==> config.mk <==
export PLATFORM = sky130hd
export DESIGN_NAME = vga_timing_flat
export DESIGN_NICKNAME = d
export VERILOG_FILES = /design/src/rtl/vga_timing_if.sv /design/src/rtl/vga_timing.sv /design/src/flat_wrapper.sv
export SDC_FILE = /design/constraint.sdc
export NUM_CORES = 1
export LEC_CHECK = 0
export BUFFER_PORTS_ARGS = -buffer_cell sky130_fd_sc_hd__buf_2
export CAP_MARGIN = 20
export CORE_ASPECT_RATIO = 0.6
export CORE_MARGIN = 3
export CORE_UTILIZATION = 40
export DETAILED_ROUTE_END_ITERATION = 12
export PLACE_DENSITY = 0.7
export SYNTH_ARGS = -nofsm -noshare
export SYNTH_HDL_FRONTEND = slang
export SYNTH_SLANG_ARGS = --single-unit
==> constraint.sdc <==
create_clock -name clk -period 5.32 [get_ports clk]
set_input_delay 0.266 -clock clk [delete_from_list [all_inputs] [get_ports clk]]
set_output_delay 0.266 -clock clk [all_outputs]
set_load 0.03 [all_outputs]
==> src/rtl/vga_timing_if.sv <==
// Raster timing bus: pixel strobe, coordinates, syncs and blanking
// produced by vga_timing and consumed by the downstream region decoders.
interface vga_timing_if;
  logic       pixel_tick;
  logic [9:0] x;
  logic [9:0] y;
  logic       hsync;
  logic       vsync;
  logic       video_on;
  logic       frame_start;

  modport master (
    output pixel_tick, x, y, hsync, vsync, video_on, frame_start
  );

  modport slave (
    input pixel_tick, x, y, hsync, vsync, video_on, frame_start
  );
endinterface

==> src/rtl/vga_timing.sv <==
// 640x480@60 raster timing generator: divides clk by 4 into a pixel strobe
// and runs the x/y counters with registered sync/blank/frame decodes.
module vga_timing #(
  parameter int unsigned H_VISIBLE = 640,
  parameter int unsigned H_FP      = 16,
  parameter int unsigned H_SYNC    = 96,
  parameter int unsigned H_BP      = 48,
  parameter int unsigned V_VISIBLE = 480,
  parameter int unsigned V_FP      = 10,
  parameter int unsigned V_SYNC    = 2,
  parameter int unsigned V_BP      = 33
) (
  input  logic         clk,
  input  logic         reset_n,
  vga_timing_if.master vga
);

  localparam int unsigned H_TOTAL = H_VISIBLE + H_FP + H_SYNC + H_BP;
  localparam int unsigned V_TOTAL = V_VISIBLE + V_FP + V_SYNC + V_BP;

  localparam logic [9:0] H_MAX    = 10'(H_TOTAL - 1);
  localparam logic [9:0] V_MAX    = 10'(V_TOTAL - 1);
  localparam logic [9:0] H_VIS    = 10'(H_VISIBLE);
  localparam logic [9:0] V_VIS    = 10'(V_VISIBLE);
  localparam logic [9:0] HS_FIRST = 10'(H_VISIBLE + H_FP);
  localparam logic [9:0] HS_LAST  = 10'(H_VISIBLE + H_FP + H_SYNC - 1);
  localparam logic [9:0] VS_FIRST = 10'(V_VISIBLE + V_FP);
  localparam logic [9:0] VS_LAST  = 10'(V_VISIBLE + V_FP + V_SYNC - 1);

  logic [1:0] div_q, div_d;
  logic [9:0] x_q, x_d;
  logic [9:0] y_q, y_d;
  logic       hsync_q, hsync_d;
  logic       vsync_q, vsync_d;
  logic       video_on_q, video_on_d;
  logic       frame_start_q, frame_start_d;
  logic       pixel_tick;
  logic       x_wrap;

  assign pixel_tick = (div_q == 2'd3);
  assign x_wrap     = pixel_tick && (x_q == H_MAX);

  always_comb begin
    div_d = div_q + 2'd1;
    x_d   = x_q;
    y_d   = y_q;
    if (pixel_tick) begin
      if (x_q == H_MAX) begin
        x_d = '0;
        y_d = (y_q == V_MAX) ? '0 : y_q + 10'd1;
      end else begin
        x_d = x_q + 10'd1;
      end
    end
  end

  // Decodes look at the next-state counts so the registered outputs line up
  // with the x/y values presented on the same clock.
  always_comb begin
    hsync_d       = !((x_d >= HS_FIRST) && (x_d <= HS_LAST));
    vsync_d       = !((y_d >= VS_FIRST) && (y_d <= VS_LAST));
    video_on_d    = (x_d < H_VIS) && (y_d < V_VIS);
    frame_start_d = x_wrap && (y_q == V_MAX);
  end

  always_ff @(posedge clk or negedge reset_n) begin
    if (!reset_n) begin
      div_q         <= '0;
      x_q           <= '0;
      y_q           <= '0;
      hsync_q       <= 1'b1;
      vsync_q       <= 1'b1;
      video_on_q    <= 1'b0;
      frame_start_q <= 1'b0;
    end else begin
      div_q         <= div_d;
      x_q           <= x_d;
      y_q           <= y_d;
      hsync_q       <= hsync_d;
      vsync_q       <= vsync_d;
      video_on_q    <= video_on_d;
      frame_start_q <= frame_start_d;
    end
  end

  assign vga.pixel_tick  = pixel_tick;
  assign vga.x           = x_q;
  assign vga.y           = y_q;
  assign vga.hsync       = hsync_q;
  assign vga.vsync       = vsync_q;
  assign vga.video_on    = video_on_q;
  assign vga.frame_start = frame_start_q;

endmodule
==> src/flat_wrapper.sv <==
// flat-port wrapper written by rule: the top's interface ports become plain ports
module vga_timing_flat 
#(
  parameter int unsigned H_VISIBLE = 640,
  parameter int unsigned H_FP      = 16,
  parameter int unsigned H_SYNC    = 96,
  parameter int unsigned H_BP      = 48,
  parameter int unsigned V_VISIBLE = 480,
  parameter int unsigned V_FP      = 10,
  parameter int unsigned V_SYNC    = 2,
  parameter int unsigned V_BP      = 33
)
  (clk, reset_n, vga_pixel_tick, vga_x, vga_y, vga_hsync, vga_vsync, vga_video_on, vga_frame_start);
  vga_timing_if vga_i ();
  input  logic clk;
  input  logic reset_n;
  output wire logic [$bits(vga_i.pixel_tick)-1:0] vga_pixel_tick;
  output wire logic [$bits(vga_i.x)-1:0] vga_x;
  output wire logic [$bits(vga_i.y)-1:0] vga_y;
  output wire logic [$bits(vga_i.hsync)-1:0] vga_hsync;
  output wire logic [$bits(vga_i.vsync)-1:0] vga_vsync;
  output wire logic [$bits(vga_i.video_on)-1:0] vga_video_on;
  output wire logic [$bits(vga_i.frame_start)-1:0] vga_frame_start;
  assign vga_pixel_tick = vga_i.pixel_tick;
  assign vga_x = vga_i.x;
  assign vga_y = vga_i.y;
  assign vga_hsync = vga_i.hsync;
  assign vga_vsync = vga_i.vsync;
  assign vga_video_on = vga_i.video_on;
  assign vga_frame_start = vga_i.frame_start;
  vga_timing #(.H_VISIBLE(H_VISIBLE), .H_FP(H_FP), .H_SYNC(H_SYNC), .H_BP(H_BP), .V_VISIBLE(V_VISIBLE), .V_FP(V_FP), .V_SYNC(V_SYNC), .V_BP(V_BP)) u_core (.clk(clk), .reset_n(reset_n), .vga(vga_i));
endmodule
==> metrics.txt, run 1 <==
H-tree levels 1; Syn Nets between 150 and 200; worst min path class input pin to asynchronous set/reset pin; DRT antenna net count 0; share of layout cells above drive strength 1 0.201; Slew HR 0.601; Die Height about 53 um; Post-synth EDFFs 0; mean post-synth cell area between 9 and 10 sq um; core area 0.00338 sq mm; number of buffers created by CTS 3; final slew viol count 0; asr flop ratio synth 1.00; worst path bufs/invs 0; die extent in x around 84 um; initial antenna violation count 0; vias in the first global route 1,204; Mapped Cells around 160; post_cts resized 0; sequential standard cell area 653 sq um; status complete, but fails checks; largest net degree at the start of global routing 27; Antenna diodes 0; slowest stage delay, CP between 0.5 and 0.6 ns; CTS tree done; # setup viols final 0; synth top area cells dfrtp_1, nand2_1, xnor2_1; Via density about 6; Top FF cell, synth dfrtp_1; multi-input logic area approximately 750 sq um; floorplan row count 16; Sw Share 0.200; first-pass GRT wire length 5.99 mm; Ys Warns 0; Worst Hold Slack -0.0154 ns; Clock power frac 0.390; Cell Chain, Critical Path ha_1 > nor2b_1 > and3_1 > o2111a_1 > o22ai_1 > or4_1; Root Driver clkbuf_8; sequential power share 0.598; vias post-DR around 1,300; Initial Utilization 0.435; Switch Pwr ~66 uW; Filler cells roughly 320; clock skew between 0.005 and 0.006 ns; DR DRC count 0; pwr dens 198 mW/mm^2; Final Routed Wirelength ~3.6 mm; Leak approximately 0.00072 uW; P_int roughly 260 uW; Seq cells post-synth 26; Yosys top cell area share 0.409; GRT Overall Usage 0.172; Cell variety after synth between 40 and 50; Reg clk slew, reported paths 0.09 ns; deepest clock path buffer count 2; Seq/Total Area, Yosys 0.444; io pins 27; Worst EP arrival roughly 2.7 ns; CTS Hold Bufs 0; Clock Latency Late Sink about 0.27 ns; commonest non-fill, non-tap cells in the layout buf_2, dfrtp_1, nand2_1; cell taking the most area after synthesis dfrtp_1; most common cell after layout, fill and taps aside buf_2; GPL Wtd Cong between 0.9 and 1; Post-CTS Setup Inserts 0; CP max FO 15; Hold Vio Cnt, Final 24; post-route minimum period 2.46 ns; iteration count of the initial detailed-routing pass 4; final total power about 330 uW; critical path start-end classification register to register; RSZ-0062 raised after global routing no; Area Growth Syn to Fin 13.6%; startpoint types register; die area around 0.0045 sq mm; Worst path slowest cell and3_1; Post-layout nets 186; CP Capture Type register; failing checks hold timing; Mapped Area 0.00147 sq mm; delay-heaviest family, CP simple AND/OR/NAND/NOR gates; drt wl/cell approximately 16 um; worst-margin pin slew ~0.6 ns; Combinational Power Share 0.012; Req. time, crit path between 5 and 6 ns; PortBufs 26; clk sinks 26; Final period util 0.462; First DRT Iteration DRCs about 170; GR Overflow Total 0; setup TNS 0 ns; fmax ~410 MHz; maximum vdd drop between 0.1 and 0.15 mV; maxcap violations 0; DP HPWL around 2.7 mm
power groups by stage:
| stage | clock [uW] | sequential [uW] | combinational [uW] |
|---|---|---|---|
| 2_1_floorplan | 0 | 201 | 0.000260 |
| 3_3_place_gp | 0 | 201 | 4.21 |
| 3_5_place_dp | 0 | 201 | 4.58 |
| 4_1_cts | 133 | 198 | 4.51 |
| 5_1_grt | 141 | 198 | 5.12 |
| 6_report | 129 | 198 | 4.07 |
synthesized netlist by cell type, types with 3 or more instances:
library cell,number
dfrtp_1,24
nand2_1,18
nand3_1,11
nor2_1,11
o21ai_0,8
inv_1,7
xnor2_1,7
nand4_1,6
a21oi_1,5
ha_1,4
a31oi_1,3
and4b_1,3
buf_2,3
mux2i_1,3
nor3_1,3
cells by family (layout without fill, tap and decap cells):
family | after synthesis | count (layout) | share of synthesized area
and+or+nand+nor | 71 | 71 | 0.272
AOI/OAI and AO/OA | 29 | 29 | 0.129
DFF | 26 | 26 | 0.444
buffers and inverters | 14 | 37 | 0.0460
xor gates and xnor gates | 9 | 9 | 0.0536
adders and majority gates | 4 | 4 | 0.0340
muxes | 3 | 3 | 0.0204
metal layers:
metal | wire, um | vias up | track usage
met4 | 29 | 0 | 0.0348
met2 | 1570 | 60 | 0.250
met1 | 1780 | 632 | 0.254
met3 | 265 | 8 | 0.0482
li1 | - | 616 | -
met5 | 0 | - | 0
flip-flops by register name, summed over array words and instances, names as in the netlist:
name / flops
u_core.vga.hsync: 1
u_core.vga.x: 10
u_core.vga.vsync: 1
u_core.div_q: 2
u_core.vga.y: 10
u_core.vga.frame_start: 1
u_core.vga.video_on: 1
metrics by stage:
| stage | area [sq um] | setup WS [ns] | instances | hold WS (ns) | utilization |
|---|---|---|---|---|---|
| finish | 1670 | 2.86 | 224 | -0.0154 | 0.494 |
| global route | 1670 | 2.67 | 224 | 0.0358 | 0.494 |
| CTS | 1670 | 2.89 | 224 | 0.0113 | 0.494 |
| detailed placement | 1620 | 2.88 | 220 | 0.318 | 0.477 |
| global placement | 1620 | 3.09 | 220 | 0.294 | 0.477 |
| floorplan | 1470 | 3.04 | 156 | -0.0296 | - |
path summary, 6_finish.rpt:
| path | start | to | slack (ns) | cells past startpoint |
|---|---|---|---|---|
| max | u_core.div_q[0] | u_core.vga.vsync | 2.86 | 6 |
| min in group clk | u_core.div_q[0] | u_core.div_q[0] | 0.43 | 1 |
| max in group asynchronous | reset_n | u_core.vga.x[2] | 4.94 | 1 |
| min | reset_n | u_core.vga.y[5] | -0.02 | 1 |
| min reg2reg | u_core.div_q[0] | u_core.div_q[0] | 0.43 | 1 |
| max reg2reg | u_core.div_q[0] | u_core.vga.vsync | 2.86 | 6 |
final cells by class:
class | instances | share of cell area
inverters | 7 | 0.0157
multi-input cells | 116 | 0.449
clock buffers | 4 | 0.0330
flip-flops and latches | 26 | 0.391
repair buffers | 26 | 0.0779
well taps | 45 | 0.0337
Note: power is estimated with default switching activity, not from simulation.
==> inputs of run 2 (changes only) <==
Settings changed: PLACE_DENSITY 0.7 to 0.72.
Clock period 5.32 ns to 2.21 ns, I/O delays scaled along.
==> metrics.txt, run 2 (synthesized netlist as in run 1, its figures left out) <==
DRT antenna net count 0 (unchanged); share of layout cells above drive strength 1 0.306 (+0.105); worst-margin pin slew 0.580 ns (-0.0177 ns); worst min path class input pin to asynchronous set/reset pin; met2 usage 0.263 (+0.0131); H-tree levels 1 (unchanged); setup TNS 0 ns (unchanged); startpoint types register; clock skew 0.00683 ns (+0.00155 ns); Cell Chain, Critical Path or4_4 > nor3_4 > a21o_1 > a31oi_1 > or4_1; Slew HR 0.613 (+0.0118); status complete, no violations; First DRT Iteration DRCs 195 (+17%); number of buffers created by CTS 3 (unchanged); sequential standard cell area 657 sq um (+0.57%); critical path start-end classification register to register; deepest clock path buffer count 2 (unchanged); GPL Wtd Cong 0.997 (+5.1%); Final Routed Wirelength 3.80 mm (+4.4%); Worst EP arrival 2.32 ns (-0.34 ns); worst path bufs/invs 0 (unchanged); clk sinks 26 (unchanged); Initial Utilization 0.435 (unchanged); drt wl/cell 16.0 um (-1.7%); final worst slack 0.0828 ns (-2.78 ns); DP HPWL 2.73 mm (+3.1%); io pins 27 (unchanged); DR DRC count 0 (unchanged); CP max FO 4 (-11); Clock Latency Late Sink 0.27 ns (about the same); floorplan row count 16 (unchanged); Via density 5.86 (-0.30%); GRT Overall Usage 0.175 (+0.00265); GR Util met1 0.251 (-0.00287); delay-heaviest family, CP simple AND/OR/NAND/NOR gates; Die Height 53.0 um (unchanged); Req. time, crit path 2.41 ns (-3.11 ns); # setup viols final 0 (unchanged); commonest non-fill, non-tap cells in the layout buf_2, dfrtp_1, nand2_1; final non-filler cell total 238 (+6.3%); met3 Resource Use GR 0.0467 (-0.00156); largest net degree at the start of global routing 27 (unchanged); maximum vdd drop 0.350 mV (+150%); Root Driver clkbuf_8; initial antenna violation count 0 (unchanged); multi-input logic area 773 sq um (+3.2%); Most Crowded Layer GR met2; Area Growth Syn to Fin 22.8%; Reg clk slew, reported paths 0.09 ns (about the same); iteration count of the initial detailed-routing pass 4 (unchanged); die area 0.00446 sq mm (unchanged); PortBufs 26 (unchanged); Leak 0.000787 uW (+9.0%); CTS tree done; maxcap violations 0 (unchanged); Worst path slowest cell or4_4; first-pass GRT wire length 6.17 mm (+3.0%); pre-CTS setup slack 0.0786 ns (-2.80 ns); RSZ-0062 raised after global routing no; GR Overflow Total 0 (unchanged); most common cell after layout, fill and taps aside buf_2; slowest stage delay, CP 0.57 ns (+0.02 ns); vias in the first global route 1,265 (+5.1%); final slew viol count 0 (unchanged); vias post-DR 1,394 (+5.9%); Hold Vio Cnt, Final 0 (-100%); Filler cells 306 (-5.3%); die extent in x 84.3 um (unchanged); Post-layout nets 200 (+7.5%); pwr dens 443 mW/mm^2 (+120%); fmax 470 MHz (+16%); Final period util 0.963 (+0.500); placed cells 232 (+5.5%); core area 0.00338 sq mm (unchanged); Layout Utilization 0.534 (+0.0399); post-route minimum period 2.13 ns (-0.333 ns); Antenna diodes 0 (unchanged); CP Capture Type register
## run 2: cell count changes in the layout (fill, tap and decap cells not counted), sizes merged
cell,previous run,this run
dlygate4sd3,0,1
buf,26,39
## run 2: timing repair
action                                 CTS  global route
endpoints found under the hold margin   24             0
setup buffers                            0             1
hold buffers                             1             0
resized for setup                        0             8
setup endpoints to repair                0             1
## run 2: final timing paths
path | cells after the start | startpoint | end | slack, ns
min in group clk | 1 | u_core.div_q[0] | u_core.div_q[0] | 0.44
max | 5 | u_core.vga.y[5] | u_core.vga.vsync | 0.08
max in group asynchronous | 2 | reset_n | u_core.vga.y[0] | 1.42
min reg2reg | 1 | u_core.div_q[0] | u_core.div_q[0] | 0.44
max reg2reg | 5 | u_core.vga.y[5] | u_core.vga.vsync | 0.08
min | 2 | reset_n | u_core.vga.y[7] | 0.36
## run 2: layer usage
layer	routed length, um	share of wire
met1	1780	0.47
met4	56	0.015
met2	1640	0.43
met5	0	0
met3	333	0.088
## run 2: cell type report
type | count | share of cell area
Inverter | 7 | 0.0146
Clock buffer | 4 | 0.0305
Multi-Input combinational cell | 116 | 0.428
Tap cell | 45 | 0.0312
Sequential cell | 26 | 0.364
Timing Repair Buffer | 40 | 0.132
## run 2: power breakdown
group          leakage (uW)  internal, uW  total (uW)  switching (uW)
sequential         0.000332           475         475               0
clock             0.0000288           159         314             155
combinational      0.000426          1.78        10.9            9.10
total              0.000787           637         800             164
## run 2: through the flow
step	power (uW)	area, sq um	hold slack, ns
global placement	495	1710	0.144
floorplan	485	1480	-0.185
CTS	806	1780	0.384
global route	828	1810	0.424
detailed placement	495	1710	0.151
finish	800	1810	0.357
